File: config.mk
export PLATFORM = sky130hd
export DESIGN_NAME = kw_asym_fifo_s1
export DESIGN_NICKNAME = d
export VERILOG_FILES = /design/src/rtl/kw_asym_fifo_s1.sv
export SDC_FILE = /design/constraint.sdc
export NUM_CORES = 1
export LEC_CHECK = 0
export BUFFER_PORTS_ARGS = -buffer_cell sky130_fd_sc_hd__buf_2
export CAP_MARGIN = 15
export CORE_ASPECT_RATIO = 0.9
export CORE_MARGIN = 4
export CORE_UTILIZATION = 25
export CTS_CLUSTER_DIAMETER = 200
export DETAILED_ROUTE_END_ITERATION = 6
export MAX_ROUTING_LAYER = met4
export PLACE_DENSITY = 0.48
export SLEW_MARGIN = 30
export SYNTH_ARGS = -nofsm -noshare
export SYNTH_HDL_FRONTEND = slang
export SYNTH_SLANG_ARGS = --single-unit
File: constraint.sdc
create_clock -name clock -period 7.7 [get_ports clock]
set_clock_uncertainty 0.05 [all_clocks]
set_input_delay 0.77 -clock clock [delete_from_list [all_inputs] [get_ports clock]]
set_output_delay 0.77 -clock clock [all_outputs]
set_load 0.02 [all_outputs]
File: src/rtl/kw_asym_fifo_s1.sv
`default_nettype none
// +----------------------------------------------------------------------------+
// | Module  : kw_asym_fifo_s1                                                  |
// | Brief   : Single-clock FWFT FIFO with narrow/wide packing and unpacking.   |
// | Revision: 1.0                                                              |
// +----------------------------------------------------------------------------+
module kw_asym_fifo_s1 #(
    parameter int DATA_I_WIDTH = 32,
    parameter int DATA_O_WIDTH = 32,
    parameter int DEPTH        = 16,
    parameter int AE_LEVEL     = 1,
    parameter int AF_LEVEL     = 1,
    parameter int ERR_MODE     = 0,
    parameter int WORD_ORDER   = 0
) (
    input  logic                         clock,
    input  logic                         reset_n,
    input  logic                         push_req_n,
    input  logic                         pop_req_n,
    input  logic                         flush_n,
    input  logic [DATA_I_WIDTH-1:0]      data_in,
    output logic [DATA_O_WIDTH-1:0]      data_out,
    output logic                         empty,
    output logic                         almost_empty,
    output logic                         half_full,
    output logic                         almost_full,
    output logic                         ram_full,
    output logic                         full,
    output logic                         part_wr,
    output logic                         error,
    output logic [$clog2(DEPTH+1)-1:0]   word_count
);

    localparam int c_rw = (DATA_I_WIDTH > DATA_O_WIDTH) ? DATA_I_WIDTH : DATA_O_WIDTH;
    localparam int c_nw = (DATA_I_WIDTH > DATA_O_WIDTH) ? DATA_O_WIDTH : DATA_I_WIDTH;
    localparam int c_k  = c_rw / c_nw;
    localparam int c_aw = $clog2(DEPTH);
    localparam int c_cw = $clog2(DEPTH + 1);
    localparam bit c_lsb_first = (WORD_ORDER != 0);
    localparam logic [c_aw-1:0] c_plast = c_aw'(DEPTH - 1);
    localparam logic [c_cw-1:0] c_depth = c_cw'(DEPTH);
    localparam logic [c_cw-1:0] c_ae    = c_cw'(AE_LEVEL);
    localparam logic [c_cw-1:0] c_half  = c_cw'(DEPTH / 2);
    localparam logic [c_cw-1:0] c_af    = c_cw'(DEPTH - AF_LEVEL);

    logic [c_rw-1:0] r_mem [DEPTH];
    logic [c_aw-1:0] r_wr_ptr, r_rd_ptr;
    logic [c_cw-1:0] r_count;

    logic            w_push, w_pop, w_empty, w_ram_full, w_pop_ok;
    logic            w_word_free, w_ram_wr, w_push_ok, w_flush_rej, w_err_evt;
    logic [c_rw-1:0] w_wr_data, w_head;
    logic            w_unused;

    assign w_push     = !push_req_n;
    assign w_pop      = !pop_req_n;
    assign w_empty    = (r_count == '0);
    assign w_ram_full = (r_count == c_depth);
    assign w_pop_ok   = w_pop && !w_empty;
    assign w_head     = r_mem[r_rd_ptr];
    assign w_err_evt  = (w_push && !w_push_ok) || (w_pop && w_empty) || w_flush_rej;
    // Inputs that only matter in some width configurations.
    assign w_unused   = flush_n ^ c_lsb_first;

    generate
        if (DATA_I_WIDTH < DATA_O_WIDTH) begin : g_pack
            localparam int c_kw = $clog2(c_k);
            localparam logic [c_kw-1:0] c_klast = c_kw'(c_k - 1);
            logic [c_kw-1:0] r_pack_cnt;
            logic [c_rw-1:0] r_pack;
            logic [c_rw-1:0] w_din_placed;
            logic            w_last, w_room, w_flush_act;
            int              w_slot;

            assign w_last      = (r_pack_cnt == c_klast);
            assign w_room      = !w_ram_full || w_word_free;
            assign w_flush_act = !flush_n && ((r_pack_cnt != '0) || w_push);

            always_comb begin
                w_din_placed = '0;
                w_slot = c_lsb_first ? int'(r_pack_cnt) : (c_k - 1 - int'(r_pack_cnt));
                for (int j = 0; j < c_k; j++) begin
                    if (j == w_slot) begin
                        w_din_placed[j*DATA_I_WIDTH +: DATA_I_WIDTH] = data_in;
                    end
                end
            end

            // A flush claims the RAM slot, so it gates this cycle's push as well.
            assign w_push_ok   = w_push && (w_flush_act ? w_room : (!(w_ram_full && w_last) || w_word_free));
            assign w_flush_rej = w_flush_act && !w_room;
            assign w_ram_wr    = (w_flush_act && w_room) || (w_push_ok && w_last);
            assign w_wr_data   = r_pack | (w_push_ok ? w_din_placed : '0);
            assign full        = w_ram_full && w_last;
            assign part_wr     = (r_pack_cnt != '0);

            // Packer is cleared on every RAM write so unused slots read as zero.
            always_ff @(posedge clock or negedge reset_n) begin
                if (!reset_n) begin
                    r_pack_cnt <= '0;
                    r_pack     <= '0;
                end else if (w_ram_wr) begin
                    r_pack_cnt <= '0;
                    r_pack     <= '0;
                end else if (w_push_ok) begin
                    r_pack_cnt <= r_pack_cnt + 1'b1;
                    r_pack     <= r_pack | w_din_placed;
                end
            end
        end else begin : g_nopack
            assign w_push_ok   = w_push && (!w_ram_full || w_word_free);
            assign w_flush_rej = 1'b0;
            assign w_ram_wr    = w_push_ok;
            assign w_wr_data   = data_in;
            assign full        = w_ram_full;
            assign part_wr     = 1'b0;
        end
    endgenerate

    generate
        if (DATA_I_WIDTH > DATA_O_WIDTH) begin : g_unpack
            localparam int c_kw = $clog2(c_k);
            localparam logic [c_kw-1:0] c_klast = c_kw'(c_k - 1);
            logic [c_kw-1:0]         r_idx;
            logic [DATA_O_WIDTH-1:0] w_sel;
            int                      w_pos;

            assign w_word_free = w_pop_ok && (r_idx == c_klast);

            always_comb begin
                w_sel = '0;
                w_pos = c_lsb_first ? int'(r_idx) : (c_k - 1 - int'(r_idx));
                for (int j = 0; j < c_k; j++) begin
                    if (j == w_pos) begin
                        w_sel = w_head[j*DATA_O_WIDTH +: DATA_O_WIDTH];
                    end
                end
            end

            assign data_out = w_empty ? '0 : w_sel;

            always_ff @(posedge clock or negedge reset_n) begin
                if (!reset_n) begin
                    r_idx <= '0;
                end else if (w_pop_ok) begin
                    r_idx <= (r_idx == c_klast) ? '0 : r_idx + 1'b1;
                end
            end
        end else begin : g_nounpack
            assign w_word_free = w_pop_ok;
            assign data_out    = w_empty ? '0 : w_head;
        end
    endgenerate

    always_ff @(posedge clock) begin
        if (w_ram_wr) begin
            r_mem[r_wr_ptr] <= w_wr_data;
        end
    end

    always_ff @(posedge clock or negedge reset_n) begin
        if (!reset_n) begin
            r_wr_ptr <= '0;
            r_rd_ptr <= '0;
            r_count  <= '0;
        end else begin
            if (w_ram_wr) begin
                r_wr_ptr <= (r_wr_ptr == c_plast) ? '0 : r_wr_ptr + 1'b1;
            end
            if (w_word_free) begin
                r_rd_ptr <= (r_rd_ptr == c_plast) ? '0 : r_rd_ptr + 1'b1;
            end
            if (w_ram_wr && !w_word_free) begin
                r_count <= r_count + 1'b1;
            end else if (!w_ram_wr && w_word_free) begin
                r_count <= r_count - 1'b1;
            end
        end
    end

    generate
        if (ERR_MODE == 0) begin : g_err_sticky
            logic r_err;
            always_ff @(posedge clock or negedge reset_n) begin
                if (!reset_n) begin
                    r_err <= 1'b0;
                end else if (w_err_evt) begin
                    r_err <= 1'b1;
                end
            end
            assign error = r_err;
        end else begin : g_err_comb
            assign error = w_err_evt;
        end
    endgenerate

    assign empty        = w_empty;
    assign almost_empty = (r_count <= c_ae);
    assign half_full    = (r_count >= c_half);
    assign almost_full  = (r_count >= c_af);
    assign ram_full     = w_ram_full;
    assign word_count   = r_count;

endmodule
`default_nettype wire

==> results_dict.tcl, run 1 <==
set metrics [dict create \
    internal-power_mw 5.98 \
    multi_input_area_mm2 0.00451 \
    p_leak_nw 7.69 \
    cts_root_buf "clkbuf_16" \
    finalCriticalPeriod_ns 4.93 \
    synth_cells 933 \
    min_path_type "in -> async" \
    cts.reportedPaths.clkPinSlew_ns 0.06 \
    clkPwrFrac 0.275 \
    synth_nets 981 \
    finalSetupViolCount 0 \
    placedCellCount 2039 \
    wl_mm 49.3 \
    synthXorXnorAreaFrac 0.00253 \
    reg2reg_from "word_count[0]" \
    yosysSeqAreaShare 0.758 \
    worst-path-max-fanout 37 \
    path_cells "inv_1 > ha_1 > or4b_4 > nand3_4 > o221ai_1 > buf_2" \
    fillers 7929 \
    timing.final.crit_share 0.640 \
    num_rows 99 \
    crit_required_ns 6.88 \
    crit_arrival_ns 4.11 \
    finalNonFillerCells 2143 \
    path_buf_inv 2 \
    crit_path_top_delay_cell "nand3_4" \
    post_cts_buffers 0 \
    yosys.area_share.simple 0.0214 \
    syn_avg_cell_area_um2 22.2 \
    die_w_um 312 \
    worst-slew-pin-transition_ns 0.970 \
    synth_area_mm2 0.0207 \
    start_util 0.254 \
    post-dp-hpwl_mm 24.3 \
    layout_commonest_cell "edfxtp_1" \
    final_util 0.293 \
    io_buffers 79 \
    p_sw_frac 0.321 \
    yosys_warnings 0 \
    ioPinCount 82 \
    p_switching_mw 2.82 \
    rsz0062_at_grt "no" \
    final_nets 1085 \
    cts-hold-fix-buffers 0 \
    design.die.area_mm2 0.0876 \
    path_delay_family "simple AND/OR/NAND/NOR gates" \
    numCtsBuffers 55 \
    synth_top_area_cell "edfxtp_1" \
    irDropWorstVdd_uv 257 \
    status "finished clean" \
    comb_power_share 0.311 \
    coreArea_mm2 0.0816 \
    drive_above_1_share 0.334 \
    first_global_vias 10113 \
    htreeDepth 2 \
    max_freq_mhz 203 \
    power.density_mw_per_mm2 367 \
    setup_ws_ns 2.77 \
    grt_overflow_total 0 \
    cts_tree "yes" \
    synth_top_area_share 0.741 \
    first_iter_violations 700 \
    holdWs_ns 0.0305 \
    hold_viol_final 0 \
    dieHeight_um 281 \
    detail-route-antenna-nets 0 \
    wl_per_cell_um 23.0 \
    area_growth_pct 15.5 \
    synth_fa_ha_area_frac 0.00664 \
    setup.worst_path.end_class "output pin" \
    cap_violations 0 \
    cp-start-kind "register" \
    seqPwrFrac 0.414 \
    grt_first_pass_wirelength_mm 71.5 \
    firstDrtPassIters 5 \
    synth_top_family_by_area "multiplexers" \
    fin_tns_setup_ns 0 \
    ys_top_cells_by_area "edfxtp_1 74%, mux4_2 14%, o221ai_2 2.2%, dfrtp_1 1.7%, mux2i_1 1.6%" \
    yosysUniqueCellTypes 45 \
    clock-sinks 526 \
    maxSlewViolCount 0 \
    clock_path_buffers 3 \
    dpl_worst_slack_ns 3.37 \
    final_cell_mix "512 x edfxtp_1, 128 x mux4_2, 79 x buf_2, 55 x clkbuf_16, 43 x inv_1" \
    cts_resized 0 \
    routabilityCongestion 0.662 \
    synth.area.mux_share 0.158 \
    slowest_delay_ns 0.83 \
    cp-startpoint "word_count[0]" \
    ys_ff_latch 526 \
    grtUsageTotal 0.115 \
    synth_compound_area_frac 0.0276 \
    antenna_found_initial 6 \
    slew_headroom 0.353 \
    critical_path_class "reg -> out" \
    dr_total_vias 9465 \
    register_area_mm2 0.0157 \
    reg2reg_slack_ns 4.37 \
    drc 0 \
    grt_max_degree 91 \
    vias_per_cell 4.42 \
    clock_latency_ns 0.58 \
]
## worst register-to-register path, delay by kind of cell (launching register included)
family / cells / cell delay (ns)
compound gates: 1 / 0.73
fa+ha+maj: 1 / 0.23
buf+inv: 2 / 0.64
flops: 1 / 0.48
simple gates: 2 / 0.81
## registers in the layout, summed over array words and instances (netlist names)
register / cells
r_mem: 512
word_count: 5
r_rd_ptr: 4
r_wr_ptr: 4
error: 1
## power by group through the flow
stage | combinational, mW | clock (mW) | sequential [mW]
6_report | 2.74 | 2.42 | 3.64
5_1_grt | 2.98 | 2.63 | 3.68
4_1_cts | 2.79 | 2.50 | 3.70
3_5_place_dp | 2.78 | 0 | 3.76
3_3_place_gp | 2.77 | 0 | 3.75
2_1_floorplan | 2.08 | 0 | 3.58
## area by class of cell
class | count | area share
Antenna cell | 4 | 0.000418
Clock buffer | 70 | 0.0598
Clock inverter | 29 | 0.00758
Inverter | 45 | 0.00726
Multi-Input combinational cell | 308 | 0.188
Sequential cell | 526 | 0.657
Tap cell | 1060 | 0.0554
Timing Repair Buffer | 101 | 0.0245
## layer usage
layer,wire [um],GRT usage,part of all wire
met1,22700,0.154,0.46
met2,23600,0.184,0.48
met3,2160,0.0222,0.044
met4,846,0.0257,0.017
met5,0,-,0
## cell usage after synthesis (all sizes together)
library cell and number:
or2 1, or4b 1, o221ai 32, conb 1, o31ai 1, nand2b 1
edfxtp 512, ha 11, a21oi 9, o41ai 1, o21ai 2, and4bb 1
or4 1, a211oi 1, and2 6, dfrtp 14, mux4 128, nor2b 1
nor2 6, o2bb2ai 1, xnor2 3, a2111oi 1, and3 14, o21bai 1
clkbuf 15, nand4 2, inv 45, buf 39, nand3 35, nor3b 2
xor2 3, mux2 4, mux2i 34, nor4 1, nand2 3
## cells by family (layout without fill, tap and decap cells)
| group | count (synthesis) | after routing |
|---|---|---|
| adder cells (fa/ha/maj) | 11 | 11 |
| multiplexers | 166 | 166 |
| flip-flops | 526 | 526 |
| buffers and inverters | 99 | 245 |
| AND/OR/NAND/NOR | 75 | 75 |
| other | 1 | 5 |
| XOR/XNOR | 6 | 6 |
| AO/OA/AOI/OAI | 49 | 49 |
## metrics by stage
step,area (um2),power [mW]
CTS,23900,8.99
detailed placement,22300,6.54
floorplan,20700,5.66
global placement,22300,6.52
global route,23900,9.29
finish,23900,8.80
## path summary, 6_finish.rpt
| check | cells past startpoint | endpoint |
|---|---|---|
| max in group asynchronous | 1 | r_rd_ptr[0] |
| setup / recovery | 6 | data_out[31] |
| setup reg to reg | 6 | r_mem[13][15] |
| min in group clock | 1 | error |
| hold / removal | 1 | r_wr_ptr[0] |
| hold reg to reg | 1 | error |
Power figures use the tool's default switching activity.
==> inputs of run 2 (changes only) <==
Settings changed: ABC_AREA set to 1.
Clock period 7.7 ns to 4.8 ns, I/O delays scaled along.
==> results_dict.tcl, run 2 <==
set metrics [dict create \
    regMostFlops "r_mem" \
    yosys_warnings 0 \
    final_cell_mix "824 x nand2_1, 512 x edfxtp_1, 167 x nand3_1, 102 x a21oi_1, 99 x nor2_1" \
    clock_path_buffers 3 \
    drive_above_1_share 0.109 \
    grt_max_degree 115 \
    worst-path-max-fanout 114 \
    area_growth_pct 16.2 \
    irDropWorstVdd_uv 440 \
    syn_avg_cell_area_um2 11.3 \
    cap_violations 0 \
    firstDrtPassIters 5 \
    setup.worst_path.end_class "output pin" \
    wl_mm 55.8 \
    start_util 0.254 \
    largest_register_ffs 512 \
    num_rows 101 \
    fin_tns_setup_ns 0 \
    crit_required_ns 4.27 \
    wl_per_cell_um 17.7 \
    cts_root_buf "clkbuf_16" \
    grt_overflow_total 0 \
    yosysMostFrequentCell "nand2_1" \
    path_cells "inv_8 > buf_4 > nand2_1 > nand3_1 > nand2_1 > a21oi_1 > nor2_1 > nor2_1 > buf_2" \
    rsz0062_at_grt "no" \
    post-dp-hpwl_mm 31.1 \
    critical_path_class "reg -> out" \
    p_leak_nw 9.24 \
    grt_first_pass_wirelength_mm 83.9 \
    finalNonFillerCells 3158 \
    final_nets 2019 \
    first_iter_violations 992 \
    crit_path_top_delay_cell "dfrtp_4" \
    status "finished clean" \
    slowest_delay_ns 0.72 \
    hold_viol_final 0 \
    synth_top_area_share 0.713 \
    timing.final.crit_share 0.823 \
    max_freq_mhz 253 \
    async_flop_share 0.0266 \
    dieHeight_um 287 \
    die_w_um 318 \
    antenna_found_initial 6 \
    slew_headroom 0.348 \
    detail-route-antenna-nets 0 \
    layout_commonest_cell "nand2_1" \
    synthFlopType "edfxtp_1" \
    min_path_type "in -> reg" \
    coreArea_mm2 0.0849 \
    drc 0 \
    use_met3 0.0212 \
    met2_usage 0.191 \
    synth_area_mm2 0.0216 \
    cts.reportedPaths.clkPinSlew_ns 0.06 \
    crit_arrival_ns 3.42 \
    design.die.area_mm2 0.0910 \
    finalCriticalPeriod_ns 3.95 \
    worst-slew-pin-transition_ns 0.976 \
    numCtsBuffers 56 \
    synth_top_cells_by_count "825 x nand2_1, 512 x edfxtp_1, 167 x nand3_1, 115 x nor2_1, 102 x a21oi_1" \
    cp-start-kind "register" \
    busiest_layer "met2" \
    cts_tree "yes" \
    ys_top_cells_by_area "edfxtp_1 71%, nand2_1 14%, nand3_1 3.9%, a21oi_1 2.4%, nor2_1 2.0%" \
    ys_ff_latch 526 \
    ioPinCount 82 \
    fillers 8643 \
    htreeDepth 2 \
    yosysSeqAreaShare 0.729 \
    synth_top_area_cell "edfxtp_1" \
    io_buffers 79 \
    grtUsageTotal 0.123 \
    synth-edff-count 512 \
    placedCellCount 3044 \
    clock_latency_ns 0.59 \
    yosysUniqueCellTypes 26 \
    vias_per_cell 4.30 \
    first_global_vias 13154 \
    use_met1 0.168 \
    power.density_mw_per_mm2 607 \
    finalSetupViolCount 0 \
    synth_cells 1901 \
    routabilityCongestion 0.748 \
    dr_total_vias 13592 \
    synth_nets 1949 \
    p_total_mw 15.2 \
    clock-sinks 526 \
    maxSlewViolCount 0 \
]
-- run 2: cell count changes after synthesis, sizes merged, moves of 23 or more --
cell	change
a21oi	+93
buf	+52
nand2	+823
mux4	-128
inv	-23
mux2i	-34
o221ai	-32
nor2	+112
nand3	+133
-- run 2: cell type report --
cell class / instances / area (um2) / area share
antenna: 7 / 17.5 / 0.000699
clock buffer: 74 / 1470 / 0.0586
clock inverter: 31 / 309 / 0.0123
inverter: 22 / 90.1 / 0.00359
multi-input combinational: 1249 / 5330 / 0.212
sequential: 526 / 15700 / 0.628
tap: 1133 / 1420 / 0.0565
timing repair buffer: 116 / 708 / 0.0282
-- run 2: timing repair --
item | 4_1_cts | 5_1_grt
buffers inserted | 0 | 0
gates resized for setup | 0 | 0
endpoints found under the hold margin | 14 | 0
hold buffers | 1 | 0
endpoints found under the setup margin | 0 | 0
-- run 2: kinds of logic (layout without fill, tap and decap cells) --
group	count (synthesis)	in the layout	synth area share
flops	526	526	0.729
buf+inv	126	243	0.0298
compound gates	115	115	0.0267
simple gates	1114	1114	0.205
fa+ha+maj	11	11	0.00638
xor+xnor	8	8	0.00325
other cells	1	8	0.000174
-- run 2: final timing paths --
check	to	cells after the start	start	slack [ns]
min in group asynchronous	r_wr_ptr[0]	2	reset_n	0.29
min reg2reg	error	2	error	0.44
max in group asynchronous	r_rd_ptr[1]	2	reset_n	4.10
min	error	2	pop_req_n	0.09
max reg2reg	r_mem[2][16]	10	word_count[0]	1.63
max	data_out[16]	9	r_rd_ptr[0]	0.85
-- run 2: report_power, final --
group	internal, mW	switching, mW
clock network	2.42	1.76
logic	1.44	3.88
registers	5.47	0.250
-- run 2: per-stage QoR --
stage               area [um2]  utilization  setup slack [ns]  hold WS, ns
global route             25100        0.295             0.632       0.0701
detailed placement       23200        0.274              1.42        0.377
finish                   25100        0.295             0.850       0.0858
global placement         23200        0.274              1.40        0.367
CTS                      25000        0.295             0.761       0.0432
floorplan                21600            -              1.56        0.134
-- run 2: worst max-delay path: cells and delay by family, from the launching register on --
family                 cells  cell delay [ns]
DFF                        1             0.72
AOI/OAI and AO/OA          1             0.19
buffers and inverters      3             1.33
and+or+nand+nor            5             0.49
-- run 2: layer usage --
| metal | vias up | part of all wire |
|---|---|---|
| met5 | - | 0 |
| met3 | 90 | 0.045 |
| li1 | 6614 | - |
| met4 | 0 | 0.023 |
| met1 | 6591 | 0.48 |
| met2 | 297 | 0.45 |
